[src/rtl/boid_pkg.sv]
// Shared constants and state encoding for the boid display pipeline.
// Display geometry, boid limits and the frame scheduler state type.
package boid_pkg;

  localparam int VIDEO_WIDTH  = 640;
  localparam int VIDEO_HEIGHT = 480;
  localparam int PIXEL_COUNT  = VIDEO_WIDTH * VIDEO_HEIGHT;
  localparam int MAX_BOIDS    = 16;
  localparam int PIX_ADDR_W   = 19;

  typedef enum logic [1:0] {
    IDLE  = 2'd0,
    CLEAR = 2'd1,
    SCAN  = 2'd2,
    DRAIN = 2'd3
  } sched_state_t;

endpackage

[src/rtl/boid_frame_scheduler.sv]
// Per-frame rebuild of the boid display RAM: clear, scan every BPU, write.
// Define BOID_SCHED_DOUBLE_BUFFER_EN to flip buf_sel on each new frame.
module boid_frame_scheduler #(
  parameter int NUM_BOIDS   = boid_pkg::MAX_BOIDS,
  parameter int SEL_W       = $clog2(NUM_BOIDS),
  parameter int ADDR_W      = boid_pkg::PIX_ADDR_W,
  parameter int PIXEL_COUNT = boid_pkg::PIXEL_COUNT,
  parameter int FCNT_W      = 16
) (
  input  logic              clock,
  input  logic              resetn,
  input  logic              screen_end,
  output logic [SEL_W-1:0]  boid_sel,
  input  logic [ADDR_W-1:0] boid_addr,
  output logic              disp_clear,
  output logic              disp_we,
  output logic [ADDR_W-1:0] disp_addr,
  output logic              buf_sel,
  input  logic              cpu_wr_req,
  output logic              cpu_wr_grant,
  output logic              cpu_hold,
  output logic              overrun,
  output logic [FCNT_W-1:0] frame_count
);
  import boid_pkg::*;

  localparam logic [SEL_W-1:0] LAST_SEL = SEL_W'(NUM_BOIDS - 1);
  localparam logic [ADDR_W:0]  PIX_LIM  = (ADDR_W + 1)'(PIXEL_COUNT);

  sched_state_t state;
  logic         in_range;

  assign in_range     = {1'b0, boid_addr} < PIX_LIM;
  assign cpu_wr_grant = cpu_wr_req & ~cpu_hold;

  always_ff @(posedge clock) begin
    if (!resetn) begin
      state       <= IDLE;
      boid_sel    <= '0;
      disp_clear  <= 1'b0;
      disp_we     <= 1'b0;
      disp_addr   <= '0;
      cpu_hold    <= 1'b0;
      overrun     <= 1'b0;
      frame_count <= '0;
    end else begin
      disp_clear <= 1'b0;
      disp_we    <= 1'b0;
      // a frame pulse while busy is dropped, only flagged
      if (screen_end && state != IDLE)
        overrun <= 1'b1;
      unique case (state)
        IDLE: begin
          if (screen_end) begin
            state      <= CLEAR;
            disp_clear <= 1'b1;
            cpu_hold   <= 1'b1;
          end
        end
        CLEAR: begin
          state    <= SCAN;
          boid_sel <= '0;
        end
        SCAN: begin
          disp_addr <= boid_addr;
          disp_we   <= in_range;
          if (boid_sel == LAST_SEL) begin
            boid_sel <= '0;
            state    <= DRAIN;
          end else begin
            boid_sel <= boid_sel + 1'b1;
          end
        end
        DRAIN: begin
          state       <= IDLE;
          cpu_hold    <= 1'b0;
          frame_count <= frame_count + 1'b1;
        end
        default: state <= IDLE;
      endcase
    end
  end

`ifdef BOID_SCHED_DOUBLE_BUFFER_EN
  logic buf_q;

  always_ff @(posedge clock) begin
    if (!resetn)
      buf_q <= 1'b0;
    else if (state == IDLE && screen_end)
      buf_q <= ~buf_q;
  end

  assign buf_sel = buf_q;
`else
  assign buf_sel = 1'b0;
`endif

endmodule

[config.mk]
export PLATFORM = sky130hd
export DESIGN_NAME = boid_frame_scheduler
export DESIGN_NICKNAME = d
export VERILOG_FILES = /design/src/rtl/boid_pkg.sv /design/src/rtl/boid_frame_scheduler.sv
export SDC_FILE = /design/constraint.sdc
export NUM_CORES = 1
export LEC_CHECK = 0
export ABC_AREA = 1
export BUFFER_PORTS_ARGS = -buffer_cell sky130_fd_sc_hd__clkbuf_2
export CAP_MARGIN = 20
export CORE_UTILIZATION = 49
export CTS_CLUSTER_DIAMETER = 30
export CTS_CLUSTER_SIZE = 16
export DETAILED_ROUTE_END_ITERATION = 10
export GPL_ROUTABILITY_DRIVEN = 0
export HOLD_SLACK_MARGIN = 0.06
export PLACE_DENSITY = 0.79
export SLEW_MARGIN = 20
export SYNTH_ARGS = -nofsm -noshare
export SYNTH_HDL_FRONTEND = slang
export SYNTH_SLANG_ARGS = --single-unit
[constraint.sdc]
create_clock -name clock -period 1.65 [get_ports clock]
set_input_delay 0.2475 -clock clock [delete_from_list [all_inputs] [get_ports clock]]
set_output_delay 0.2475 -clock clock [all_outputs]
set_load 0.01 [all_outputs]
# == Word level (Yosys, flattened, before mapping) ==
# Cells that the tools add are included.
# op_classes
n_addsub,2
n_mul,0
div,0
order_cmp,1
n_eq_ne,6
shifts,0
muxes,8
n_bitwise,2
reduce_logical,9
# op_table
cell,n
"19-bit < comparator, second input constant",1
"16-bit by 1-bit adder with 16-bit output, second input constant",1
2-bit one-hot mux with 4 select lines,1
4-bit one-hot mux with 2 select lines,1
2-bit AND reduction,4
2-bit nonzero test,3
"4-bit by 1-bit adder with 4-bit output, second input constant",1
"2-bit equality test, second input constant",2
"4-bit equality test, second input constant",1
2-bit two-way mux,2
4-bit two-way mux,1
"2-bit inequality test, second input constant",2
"2-bit by 1-bit equality test with 1-bit output, second input constant",1
2-bit logical NOT,1
1-bit two-way mux,2
1-bit one-hot mux with 2 select lines,1
1-bit AND,1
1-bit logical AND,1
1-bit NOT,1
# word_totals
reg_bits,45
latchBits,0
ramBits,0
rom_bits,0
in_bits,23
output_inout_bits,45
word_cells,36
mem_count,0

# == Depth between registers and ports, before layout ==
# depth
depth_word,3
ltp_mapped,9
ltp_nobuf,8

# == Least setup slack after synthesis ==
# OpenSTA, ideal clock, no wires.
# synth_path
path_kind,register to register
from,reg frame_count[0]
to,reg frame_count[12]
setup_ns,0.115
arrival_ns,1.144
t_required_ns,1.535
path_slack_ns,0.391
path_stages_with_launch,7
path_buffers,0
synth_period_minus_slack_ns,1.259
cell_sequence,dfxtp_1 -> ha_1 -> nand2_1 -> nor2_4 -> nand3_1 -> nand2_1 -> a21oi_2
# synth_via
elab_chain_len,1
# synth_rtl
item,line_no,text
start: declaration,boid_frame_scheduler.sv:23,output logic [FCNT_W-1:0] frame_count
start signal: assignment,boid_frame_scheduler.sv:77,frame_count <= frame_count + 1'b1;
16-bit by 1-bit adder with 16-bit output,boid_frame_scheduler.sv:77,
# Every way passes these cells.
# A chain may end at the register's enable or synchronous reset.

# == Worst setup path after layout ==
# layout_path
from,reg state[1]
to,reg frame_count[15]
# layout_via
elab_chain_len,1
# layout_rtl
item,line_no,text
start: declaration,boid_frame_scheduler.sv:30,sched_state_t state;
start signal: assignment,boid_frame_scheduler.sv:38,state <= IDLE;
start signal: assignment,boid_frame_scheduler.sv:55,state <= CLEAR;
start signal: assignment,boid_frame_scheduler.sv:61,state <= SCAN;
2-bit equality test,boid_frame_scheduler.sv:52,unique case (state)
# Every way passes these cells.

==> results.cfg <==
[status]
status = complete, no violations

[setup_path]
ff2ff_path_depth = 8
critPathLaunch = state[1]$_SDFFE_PN0P_
timing.rr.start = state[1]$_SDFFE_PN0P_
critPathRequiredTime_ps = 1850
r2r_end = frame_count[15]$_SDFFE_PN0P_
cp-start-kind = register
endpoint = frame_count[15]$_SDFFE_PN0P_
path_max_fanout = 6
path_class = reg2reg
r2r_slack_ps = 300
worst_setup_path_end_kind = register
arrival_ps = 1550

[synthesis]
synth_top_area_share_pct = 46.45
synth.distinct_cells = 29
syn_area_per_cell_um2 = 7.459
syn-instance-count = 260
yosysSeqAreaShare_pct = 46.45
yosys_register_bits = 45
yosys_warnings = 0
yosys.area.top_type = dfxtp_1
synthTopCellsByArea = dfxtp_1 (46%), nor2_1 (12%), o21ai_0 (6.7%)
synthesis.area_mm2 = 0.001939
synth.net_count = 288

[clock_tree]
cts_resized = 0
clk_pin_slew_worst_paths_ps = 80
post-cts-setup-buffers = 0
cts_root_buf = clkbuf_8
clock_sinks = 45
cts_hold_buf = 0
htree_levels = 2
cts_made_buffers = 5
cts_buffer_depth = 2
clk_latency_ps = 300
cts_tree = done

[hold_path]
holdPathStages = 2
hp-class = in2reg

[finish]
finalNetCount = 355
syn_to_final_growth_pct = 25.03
post-route-util_pct = 65.25
nFillCells = 353
diodes = 0
layout-drive-gt1-share_pct = 27.74

[timing]
rsz0062_at_grt = false
period_needed_ps = 1351
finalCritPeriodShare_pct = 81.90
skew_ps = 3.903
setup_viol = 0
final_hold_viol_count = 0
final_max_slew_viol_count = 0
setup_tns_ps = 0
max_freq_ghz = 0.7400

[place]
hpwl_um = 2905
io_buffers = 66

[grt]
grt_pass1_vias = 1707
grt_max_degree = 21
grt_pass1_wl_um = 7189
grt_usage_pct = 22.02
antenna_found_initial = 0
overflow = 0

[routing]
drc = 0
vias_per_cell = 4.859
first_pass_iters = 4
drtIter0Drc = 103
drt-total-wl_um = 3967
vias = 1827
wl_per_cell_um = 10.55
ant_nets = 0

[power]
p_switching_w = 0.001174
swShare_pct = 34.63
pwr-share-seq_pct = 42.3
pwr-share-clk_pct = 25.7
peakVddDrop_v = 0.0008994
powerDensity_mw_per_mm2 = 1399
p_leak_nw = 1.163
comb_power_share_pct = 32.0
p_int_w = 0.002217

[floorplan]
core-area_mm2 = 0.003716
ios = 68
die_area_mm2 = 0.004213
die_w_um = 64.91
start_util_pct = 52.19
num_rows = 22
die_y_um = 64.91

[run]
cap_violations = 0
-- state kept, by name (all words and copies together), names as in the netlist --
signal,flops
state,2
overrun,1
boid_sel,4
disp_clear,1
disp_addr,19
frame_count,16
disp_we,1
cpu_hold,1
-- logic make-up (layout without fill, tap and decap cells) --
| group | after synthesis | count (layout) | synth area share [%] |
|---|---|---|---|
| fa+ha+maj | 5 | 5 | 3.226 |
| xor+xnor | 3 | 3 | 1.355 |
| compound gates | 49 | 49 | 13.48 |
| other cells | 1 | 1 | 0.1934 |
| flops | 45 | 45 | 46.45 |
| buf+inv | 34 | 102 | 7.613 |
| simple gates | 123 | 123 | 27.68 |
-- area by class of cell --
class	count	area, um2	share of cell area, %
Multi-Input combinational cell	181	890.9	36.74
Tap cell	48	60.06	2.477
Sequential cell	45	900.9	37.15
Inverter	24	92.59	3.818
Timing Repair Buffer	70	360.3	14.86
Clock buffer	6	82.58	3.406
Clock inverter	2	37.54	1.548
-- Yosys cell counts (all sizes together) --
| library cell | number |
|---|---|
| nand3 | 15 |
| clkinv | 1 |
| nor3 | 3 |
| ha | 5 |
| xor2 | 1 |
| o21ai | 27 |
| dfxtp | 45 |
| inv | 23 |
| buf | 5 |
| conb | 1 |
| a21oi | 17 |
| o21bai | 2 |
| xnor2 | 2 |
| o21a | 1 |
| nand2 | 35 |
| clkbuf | 5 |
| o211ai | 1 |
| nor2 | 70 |
| a211oi | 1 |
-- cell usage in the layout (no fill, tap or decap), types with 2 or more instances in the layout --
cell type,Yosys,routed
nor2_1,64,64
clkbuf_8,0,6
buf_4,2,4
xnor2_1,2,2
inv_1,21,21
o21bai_1,2,2
dfxtp_1,45,45
o21ai_0,26,26
nand2_2,3,3
nor3_1,3,3
nand2_1,32,32
a21oi_1,16,16
nor2_4,5,5
nand3_1,14,14
ha_1,5,5
clkbuf_2,0,66
-- metal layers --
| metal | vias to the layer above | wire [um] | global-route usage (%) |
|---|---|---|---|
| li1 | 959 | - | - |
| met1 | 813 | 1838 | 26.60 |
| met2 | 49 | 1821 | 36.20 |
| met3 | 6 | 249 | 7.394 |
| met4 | 0 | 57 | 7.500 |
| met5 | - | 0 | 0 |
-- power by group through the flow --
| stage | clock, W | combinational [W] | sequential [W] |
|---|---|---|---|
| after global routing | 0.000955 | 0.00125 | 0.00146 |
| after floorplan | 0 | 0.000625 | 0.00154 |
| final | 0.000871 | 0.00109 | 0.00144 |
| after global placement | 0 | 0.00107 | 0.00145 |
| after detailed placement | 0 | 0.00109 | 0.00146 |
| after CTS | 0.000900 | 0.00110 | 0.00144 |
-- how the worst min path moves through the flow --
stage                  start            endpoint  slack [ps]
6_report       boid_addr[18]  disp_we$_SDFF_PN0_         130
5_1_grt        boid_addr[18]  disp_we$_SDFF_PN0_         130
4_1_cts        boid_addr[18]  disp_we$_SDFF_PN0_         110
3_5_place_dp   boid_addr[18]  disp_we$_SDFF_PN0_         450
3_3_place_gp   boid_addr[18]  disp_we$_SDFF_PN0_         450
2_1_floorplan  boid_addr[18]  disp_we$_SDFF_PN0_         340
-- metrics by stage --
| stage | instances | total power (W) | worst slack, ps | hold WS (ps) | area [um2] |
|---|---|---|---|---|---|
| floorplan | 260 | 0.002168 | 391.1 | 340.2 | 1939 |
| finish | 376 | 0.003391 | 298.6 | 127.4 | 2425 |
| CTS | 376 | 0.003434 | 284.3 | 114.3 | 2425 |
| detailed placement | 368 | 0.002549 | 307.2 | 448.6 | 2305 |
| global placement | 368 | 0.002523 | 353.7 | 447.6 | 2305 |
| global route | 376 | 0.003672 | 66.75 | 127.2 | 2425 |
-- worst max-delay path, cell delays in order, from the launching register on --
cell and delay, ps:
dfxtp_1 360, ha_1 290, inv_4 80, nor2_4 110, nand2_1 90, nor2_4 140
nand3_1 90, nand2_1 60, nor2_1 40
Power figures use the tool's default switching activity.
